==> src/rtl/wrf_src_check.sv <==
// wrf_src_check: WR fabric receive checker that parses Eth/IPv4/UDP headers, filters frames, checks the payload and reports a verdict per frame.
module wrf_src_check #(
   parameter logic [47:0] MAC_ADDR     = 48'h74563c4f4c6d,
   parameter bit          ACCEPT_BCAST = 1'b1,
   parameter logic [15:0] UDP_PORT     = 16'h1000,
   parameter logic [15:0] PAYLOAD_WORD = 16'h1234,
   parameter int          MAX_PAYLOAD  = 1024
) (
   input  logic        wrf_clk,
   input  logic        wrf_rst_n,
   input  logic        wrf_valid,
   input  logic        wrf_last,
   input  logic [15:0] wrf_data,
   output logic        wrf_ready,
   input  logic        stall,
   output logic        frm_done,
   output logic        frm_ok,
   output logic [2:0]  frm_err_code,
   output logic [10:0] frm_len,
   output logic [31:0] good_cnt,
   output logic [31:0] bad_cnt
);
   typedef enum logic [1:0] {IDLE, HDR, PAY, REPORT} state_t;
   localparam logic [10:0] MAXP = 11'(MAX_PAYLOAD);
   state_t      state_q, state_d;
   logic [4:0]  idx_q, idx_d;
   logic [10:0] plen_q, plen_d, plen_inc;
   logic [2:0]  err_q, err_d, werr, fin;
   logic        uc_q, uc_d, bc_q, bc_d;
   logic        done_q, ok_q;
   logic [2:0]  code_q;
   logic [10:0] len_q;
   logic [31:0] good_q, bad_q;
   logic        xfer, eop, in_pay, uc_w, bc_w;
   assign wrf_ready = ~stall & (state_q != REPORT);
   assign xfer      = wrf_valid & wrf_ready;
   assign eop       = xfer & wrf_last;
   assign in_pay    = idx_q == 5'd21;
   assign plen_inc  = in_pay ? plen_q + {10'd0, plen_q != 11'h7ff} : plen_q;
   assign uc_w      = wrf_data == (idx_q == 5'd0 ? MAC_ADDR[47:32] : idx_q == 5'd1 ? MAC_ADDR[31:16] : MAC_ADDR[15:0]);
   assign bc_w      = wrf_data == 16'hffff;
   // uc_q/bc_q carry the running match of dst MAC words 0-1; word 2 decides
   assign werr = in_pay ? (wrf_data != PAYLOAD_WORD ? 3'd6 : plen_q >= MAXP ? 3'd7 : 3'd0)
               : (idx_q == 5'd2 && !(uc_q && uc_w) && !(ACCEPT_BCAST && bc_q && bc_w)) ? 3'd1
               : (idx_q == 5'd6 && wrf_data != 16'h0800) ? 3'd2
               : ((idx_q == 5'd7 && wrf_data[15:8] != 8'h45) || (idx_q == 5'd11 && wrf_data[7:0] != 8'h11)) ? 3'd3
               : (idx_q == 5'd18 && wrf_data != UDP_PORT) ? 3'd4
               : wrf_last ? 3'd5 : 3'd0;
   assign fin  = err_q != 3'd0 ? err_q : werr;
   always_comb begin
      state_d = state_q;
      idx_d   = idx_q;
      plen_d  = plen_q;
      err_d   = err_q;
      uc_d    = uc_q;
      bc_d    = bc_q;
      if (state_q == REPORT) state_d = IDLE;
      else if (xfer) begin
         state_d = wrf_last ? REPORT : (idx_q >= 5'd20 ? PAY : HDR);
         idx_d   = wrf_last ? 5'd0 : idx_q + {4'd0, !in_pay};
         plen_d  = wrf_last ? 11'd0 : plen_inc;
         err_d   = wrf_last ? 3'd0 : fin;
         uc_d    = (idx_q == 5'd0 || uc_q) && uc_w;
         bc_d    = (idx_q == 5'd0 || bc_q) && bc_w;
      end
   end
   always_ff @(posedge wrf_clk or negedge wrf_rst_n) begin
      if (!wrf_rst_n) begin
         state_q <= IDLE;
         idx_q   <= '0;
         plen_q  <= '0;
         err_q   <= '0;
         uc_q    <= 1'b0;
         bc_q    <= 1'b0;
         done_q  <= 1'b0;
         ok_q    <= 1'b0;
         code_q  <= '0;
         len_q   <= '0;
         good_q  <= '0;
         bad_q   <= '0;
      end else begin
         state_q <= state_d;
         idx_q   <= idx_d;
         plen_q  <= plen_d;
         err_q   <= err_d;
         uc_q    <= uc_d;
         bc_q    <= bc_d;
         done_q  <= eop;
         if (eop) begin
            ok_q   <= fin == 3'd0;
            code_q <= fin;
            len_q  <= in_pay ? plen_inc : 11'd0;
            if (fin == 3'd0) good_q <= good_q + {31'd0, good_q != 32'hffffffff};
            else bad_q <= bad_q + {31'd0, bad_q != 32'hffffffff};
         end
      end
   end
   assign frm_done     = done_q;
   assign frm_ok       = ok_q;
   assign frm_err_code = code_q;
   assign frm_len      = len_q;
   assign good_cnt     = good_q;
   assign bad_cnt      = bad_q;
endmodule
==> config.mk <==
export PLATFORM = sky130hd
export DESIGN_NAME = wrf_src_check
export DESIGN_NICKNAME = d
export VERILOG_FILES = /design/src/rtl/wrf_src_check.sv
export SDC_FILE = /design/constraint.sdc
export NUM_CORES = 1
export LEC_CHECK = 0
export ABC_AREA = 1
export BUFFER_PORTS_ARGS = -buffer_cell sky130_fd_sc_hd__buf_4
export CORE_ASPECT_RATIO = 0.9
export CORE_UTILIZATION = 45
export DETAILED_ROUTE_END_ITERATION = 12
export GPL_ROUTABILITY_DRIVEN = 0
export PLACE_DENSITY = 0.72
export SYNTH_ARGS = -nofsm -noshare
export SYNTH_HDL_FRONTEND = slang
export SYNTH_SLANG_ARGS = --single-unit
==> constraint.sdc <==
create_clock -name wrf_clk -period 3.2 [get_ports wrf_clk]
set_input_delay 0.16 -clock wrf_clk [delete_from_list [all_inputs] [get_ports wrf_clk]]
set_output_delay 0.16 -clock wrf_clk [all_outputs]
set_load 0.01 [all_outputs]
==> out/metrics.yaml, run 1 <==
power.total_mw: 3.89
fmax_mhz: 362
num_vias: 6363
antenna_found_initial: 0
drc_errors: 0
relSlewSlack_pct: 49.9
hpwl_um: 12200
max-vdd-ir-drop_v: 0.000313
post_cts_buffers: 0
syn_to_final_growth_pct: 19.2
yosysUniqueCellTypes: 38
path_clk_slew_ps: 70
async_reset_ff_share_pct: 100
worstSetupEndpointType: "register"
numCtsBuffers: 9
crit_fanout: 5
clock-sinks: 103
ys_seq_area_share_pct: 39.6
layout.nets: 1039
drive_above_1_share_pct: 14.9
cp_slowest_stage_delay_ps: 440
utilization_pct: 55.2
p_leak_nw: 3.84
setup_violations: 0
cts_resized: 0
synth-main-ff-cell: "dfrtp_1"
yosys.area_share.adder_pct: 1.35
grt_pass1_wl_um: 28000
synth-compound-area-share_pct: 4.56
clk_path_buf_depth: 2
clk_latency_ps: 350
dp_cells: 1192
syn-num-nets: 939
wire_per_inst_um: 13.8
antenna_cells: 0
tightestPinTransition_ps: 751
crit_top_cell: "nand2_1"
dieArea_um2: 14900
synthSimpleGateAreaFrac_pct: 39.6
first_pass_iters: 5
syn_inst: 911
avgSynthCellArea_um2: 7.14
crit_path_cell_trace: "nand2_1, inv_1, nand3_1, nor4_1, nand4_1, ha_1, ha_1, nand3_1, nor2_1, inv_1, nor2_1, inv_1, nor2_1, nand4_1, nor3_1, nand2_1, nand2_1, nand2_1"
cp.arrival_ps: 3010
synth_seq_cells: 103
mappedNetlistArea_um2: 6500
nFillCells: 1383
synth_edf_count: 0
stdcell_count: 1209
hp-class: "primary input to register"
antenna_left: 0
htreeDepth: 3
portBuffers: 101
drt-total-wl_um: 16700
fin_skew_ps: 8.38
fin_setup_tns_ps: 0
cts_tree: "built"
ioPinCount: 102
grt_usage_pct: 23.6
grt_pass1_vias: 5790
vias_per_cell: 5.26
initial_utilization_pct: 46.3
placed_cell_area_um2: 7450
rsz0062_at_grt: "no"
synth_xor_area_share_pct: 7.41
synth_top_family_by_area: "simple AND/OR/NAND/NOR gates"
postLayoutCellArea_um2: 7750
drv_cap: 0
dieHeight_um: 116
postCtsHoldBufs: 1
rows: 41
synth_mux_area_share_pct: 0
worstPathRequired_ps: 3440
slew_viol_final: 0
core_um2: 14100
final_hold_viol_count: 0
outcome: "completed"
path_class: "register to register"
grt_overflow: 0
die_w_um: 129
post-route-min-period_ps: 2760
yosysWarnings: 0
grt_max_degree: 58
critical_path.startpoint_type: "register"
final.period_utilization_pct: 86.3
critical_path.slowest_cell: "dfrtp_1"
root_buffer: "clkbuf_16"
powerDensity_nw_per_um2: 502
drtIter0Drc: 451
[cell usage in the layout (no fill, tap or decap), types with 10 or more instances in the layout]
| cell | n |
|---|---|
| inv_1 | 83 |
| nor3_1 | 38 |
| dfrtp_1 | 103 |
| nor2_1 | 86 |
| a21oi_1 | 14 |
| o21ai_0 | 20 |
| nand4_1 | 24 |
| o22ai_1 | 10 |
| xor2_1 | 42 |
| nor4_1 | 15 |
| buf_4 | 110 |
| xnor2_1 | 13 |
| nand3_1 | 93 |
| nand2_1 | 298 |
[metal layers]
metal	share of wire, %	wire length [um]	up-vias	global-route usage [%]
met3	5.8	969	21	4.76
met5	0	0	-	0
met4	1.2	206	0	6.75
li1	-	-	3163	-
met2	45	7430	212	36.9
met1	48	8050	2967	33.2
[area by class of cell]
type	instances	area [um2]	share of cell area, %
multi-input combinational	695	3440	44.4
tap	193	241	3.11
timing repair buffer	112	856	11.0
inverter	90	338	4.36
clock buffer	9	225	2.90
clock inverter	7	71.3	0.920
sequential	103	2580	33.2
[per-stage QoR]
stage	worst slack (ps)	hold slack [ps]
after floorplan	818	-136
after global placement	551	278
after detailed placement	480	285
after CTS	450	99.1
after global routing	41.1	160
final	439	111
[Yosys cell counts, types with 10 or more instances]
library cell  instances  area [um2]
nor2_1               86         323
dfrtp_1             103        2580
xor2_1               42         368
nor3_1               38         190
xnor2_1              13         114
o21ai_0              20         100
o22ai_1              10        62.6
nand3_1              93         465
a21oi_1              14        70.1
nor4_1               15        93.8
nand4_1              24         150
inv_1                84         315
nand2_1             298        1120
[path summary, 6_finish.rpt]
kind | endpoint | startpoint | slack [ps] | cells past startpoint
max | good_cnt[22]$_DFFE_PN0P_ | good_cnt[7]$_DFFE_PN0P_ | 440 | 18
min | state_q[0]$_DFFE_PN0P_ | wrf_last | 110 | 3
max reg2reg | good_cnt[22]$_DFFE_PN0P_ | good_cnt[7]$_DFFE_PN0P_ | 440 | 18
min reg2reg | frm_len[10]$_DFFE_PN0P_ | frm_len[10]$_DFFE_PN0P_ | 500 | 2
max in group asynchronous | good_cnt[6]$_DFFE_PN0P_ | wrf_rst_n | 2060 | 3
min in group asynchronous | bad_cnt[7]$_DFFE_PN0P_ | wrf_rst_n | 420 | 2
[sequential cells by signal, summed over array words and instances (netlist names)]
| name | cells |
|---|---|
| bad_cnt | 32 |
| good_cnt | 32 |
| frm_len | 11 |
| plen_q | 11 |
| idx_q | 5 |
| err_q | 3 |
| frm_err_code | 3 |
| state_q | 2 |
| bc_q | 1 |
| frm_done | 1 |
| frm_ok | 1 |
| uc_q | 1 |
[where the power goes]
part / switching (mW) / total [mW] / internal (mW)
combinational: 0.830 / 1.23 / 0.403
clock: 0.498 / 1.11 / 0.608
sequential: 0.142 / 1.56 / 1.41
total: 1.47 / 3.89 / 2.42
[worst max-delay path: cells and delay by family, from the launching register on]
family | cells | cell delay, ps
flops | 1 | 440
buf+inv | 3 | 250
simple gates | 13 | 1550
fa+ha+maj | 2 | 430
[cell families after synthesis]
group           after synthesis
buf+inv                     113
fa+ha+maj                     7
compound gates               51
xor+xnor                     55
simple gates                582
flops                       103
No activity file was read; power rests on OpenSTA's default activity.
==> run 2: changes to the inputs <==
--- a/config.mk
+++ b/config.mk
@@ -11,7 +11,7 @@
 export CORE_UTILIZATION = 45
 export DETAILED_ROUTE_END_ITERATION = 12
 export GPL_ROUTABILITY_DRIVEN = 0
-export PLACE_DENSITY = 0.72
+export PLACE_DENSITY = 0.73
 export SYNTH_ARGS = -nofsm -noshare
 export SYNTH_HDL_FRONTEND = slang
 export SYNTH_SLANG_ARGS = --single-unit
==> constraint.sdc (replaced) <==
create_clock -name wrf_clk -period 3.2 [get_ports wrf_clk]
set_input_delay 0.64 -clock wrf_clk [delete_from_list [all_inputs] [get_ports wrf_clk]]
set_output_delay 0.64 -clock wrf_clk [all_outputs]
set_load 0.01 [all_outputs]
==> run 2 against run 1 <==
Sequential share of layout area grew 0.054 points. Clock skew grew 2.9 ps. Via count is 1.5% lower. Power up 0.88%. Worst setup slack got worse by 29 ps. Flip-flop and latch count did not move. Register-to-register slack worse by 30 ps. Utilization shrank 0.089 points. Die area unchanged. Cell count down 0.25%. Critical path type unchanged. Highest routed layer unchanged.
==> out/metrics.yaml, run 2 (same netlist as run 1, synthesis figures left out) <==
syn_to_final_growth_pct: 19.0  # was 19.2%
wire_per_inst_um: 13.8  # about the same
dieArea_um2: 14900  # unchanged
cp.arrival_ps: 3040  # was 3010 ps
antenna_found_initial: 0  # unchanged
drive_above_1_share_pct: 14.6  # was 14.9%
clk_latency_ps: 350  # about the same
antenna_cells: 0  # unchanged
fmax_mhz: 358  # was 362 MHz
slew_viol_final: 0  # unchanged
powerDensity_nw_per_um2: 508  # was 502 nW/um2
root_buffer: "clkbuf_16"  # unchanged
core_um2: 14100  # unchanged
path_class: "register to register"  # unchanged
first_pass_iters: 5  # unchanged
max-vdd-ir-drop_v: 0.000354  # was 0.000313 V
post-route-min-period_ps: 2790  # was 2760 ps
grt_usage_pct: 23.6  # about the same
numCtsBuffers: 9  # unchanged
rows: 41  # unchanged
cts_resized: 0  # unchanged
clock-sinks: 103  # unchanged
worstRegToRegCells: 18  # unchanged
p_leak_nw: 3.82  # was 3.84 nW
antenna_left: 0  # unchanged
grt_overflow: 0  # unchanged
final.period_utilization_pct: 87.2  # was 86.3%
rsz0062_at_grt: "no"  # unchanged
grt_pass1_vias: 5803  # was 5790
hp-class: "primary input to asynchronous set/reset pin"  # was primary input to register
htreeDepth: 3  # unchanged
post_cts_buffers: 0  # unchanged
critical_path.startpoint_type: "register"  # unchanged
layout_common_cells: "nand2_1, buf_4, dfrtp_1"  # unchanged
tightestPinTransition_ps: 737  # was 751 ps
crit_fanout: 5  # unchanged
worstSetupEndpointType: "register"  # unchanged
hpwl_um: 12300  # was 12200 um
worstPathRequired_ps: 3450  # was 3440 ps
vias_per_cell: 5.20  # was 5.26
utilization_pct: 55.1  # was 55.2%
num_vias: 6270  # was 6363
dieHeight_um: 116  # unchanged
drtIter0Drc: 371  # was 451
postCtsHoldBufs: 0  # was 1
die_w_um: 129  # unchanged
initial_utilization_pct: 46.3  # unchanged
setup_violations: 0  # unchanged
grt_pass1_wl_um: 28100  # was 28000 um
final_hold_viol_count: 0  # unchanged
relSlewSlack_pct: 50.9  # was 49.9%
fin_setup_tns_ps: 0  # unchanged
drt-total-wl_um: 16700  # about the same
cts_tree: "built"  # unchanged
outcome: "completed"  # unchanged
path_clk_slew_ps: 70  # about the same
drc_errors: 0  # unchanged
drv_cap: 0  # unchanged
portBuffers: 101  # unchanged
power.total_mw: 3.93  # was 3.89 mW
layout.nets: 1036  # was 1039
ioPinCount: 102  # unchanged
final_common_cell: "nand2_1"  # unchanged
grt_max_degree: 58  # unchanged
clk_path_buf_depth: 2  # unchanged
fin_skew_ps: 11.3  # was 8.38 ps
run 2: cell count changes in the layout (fill, tap and decap cells not counted):
cell / before / now
buf_4: 110 / 107
clkinv_2: 3 / 1
clkinv_4: 2 / 0
clkinvlp_4: 0 / 2
buf_12: 1 / 2
clkbuf_1: 0 / 1
dlygate4sd3_1: 1 / 0
inv_6: 1 / 2
run 2: metrics by stage:
| step | hold slack (ps) | std cells | instance area, um2 | worst slack (ps) |
|---|---|---|---|---|
| CTS | 377 | 1206 | 7740 | 475 |
| floorplan | 344 | 911 | 6500 | 818 |
| global route | 410 | 1206 | 7740 | 78.2 |
| detailed placement | 468 | 1190 | 7440 | 417 |
| finish | 349 | 1206 | 7740 | 410 |
| global placement | 475 | 1190 | 7440 | 465 |
run 2: critical path, stage by stage, from the launching register on:
cell and delay, ps:
dfrtp_1 440, nand2_1 140, inv_1 100, nand3_1 80, nor4_1 60, nand4_1 70, ha_1 200, ha_1 220
nand3_1 130, nor2_1 110, inv_1 60, nor2_1 180, inv_1 90, nor2_1 220, nand4_1 160, nor3_1 240
nand2_1 80, nand2_1 60, nand2_1 40
run 2: where the power goes:
group	switching (mW)	leakage, nW	internal, mW
clock network	0.505	0.139	0.612
registers	0.147	1.42	1.41
logic	0.831	2.26	0.421
run 2: path summary, 6_finish.rpt:
path | slack, ps | startpoint | to
max | 410 | good_cnt[7]$_DFFE_PN0P_ | good_cnt[22]$_DFFE_PN0P_
min | 350 | wrf_rst_n | bad_cnt[9]$_DFFE_PN0P_
max reg2reg | 410 | good_cnt[7]$_DFFE_PN0P_ | good_cnt[22]$_DFFE_PN0P_
min reg2reg | 490 | frm_len[1]$_DFFE_PN0P_ | frm_len[1]$_DFFE_PN0P_
max in group asynchronous | 2140 | wrf_rst_n | good_cnt[11]$_DFFE_PN0P_
min in group wrf_clk | 490 | frm_len[1]$_DFFE_PN0P_ | frm_len[1]$_DFFE_PN0P_
run 2: area by class of cell:
| class | instances | area (um2) |
|---|---|---|
| Tap cell | 193 | 241 |
| Multi-Input combinational cell | 695 | 3440 |
| Timing Repair Buffer | 109 | 843 |
| Inverter | 90 | 338 |
| Sequential cell | 103 | 2580 |
| Fill cell | 1389 | 6310 |
| Clock buffer | 10 | 229 |
| Clock inverter | 6 | 67.6 |
run 2: layer usage:
layer  track usage (%)  up-vias  wire length (um)
met2              37.9      183              7550
li1                  -     3156                 -
met4              6.98        0               208
met3              4.57       22               874
met5                 0        -                 0
met1              32.3     2909              8070
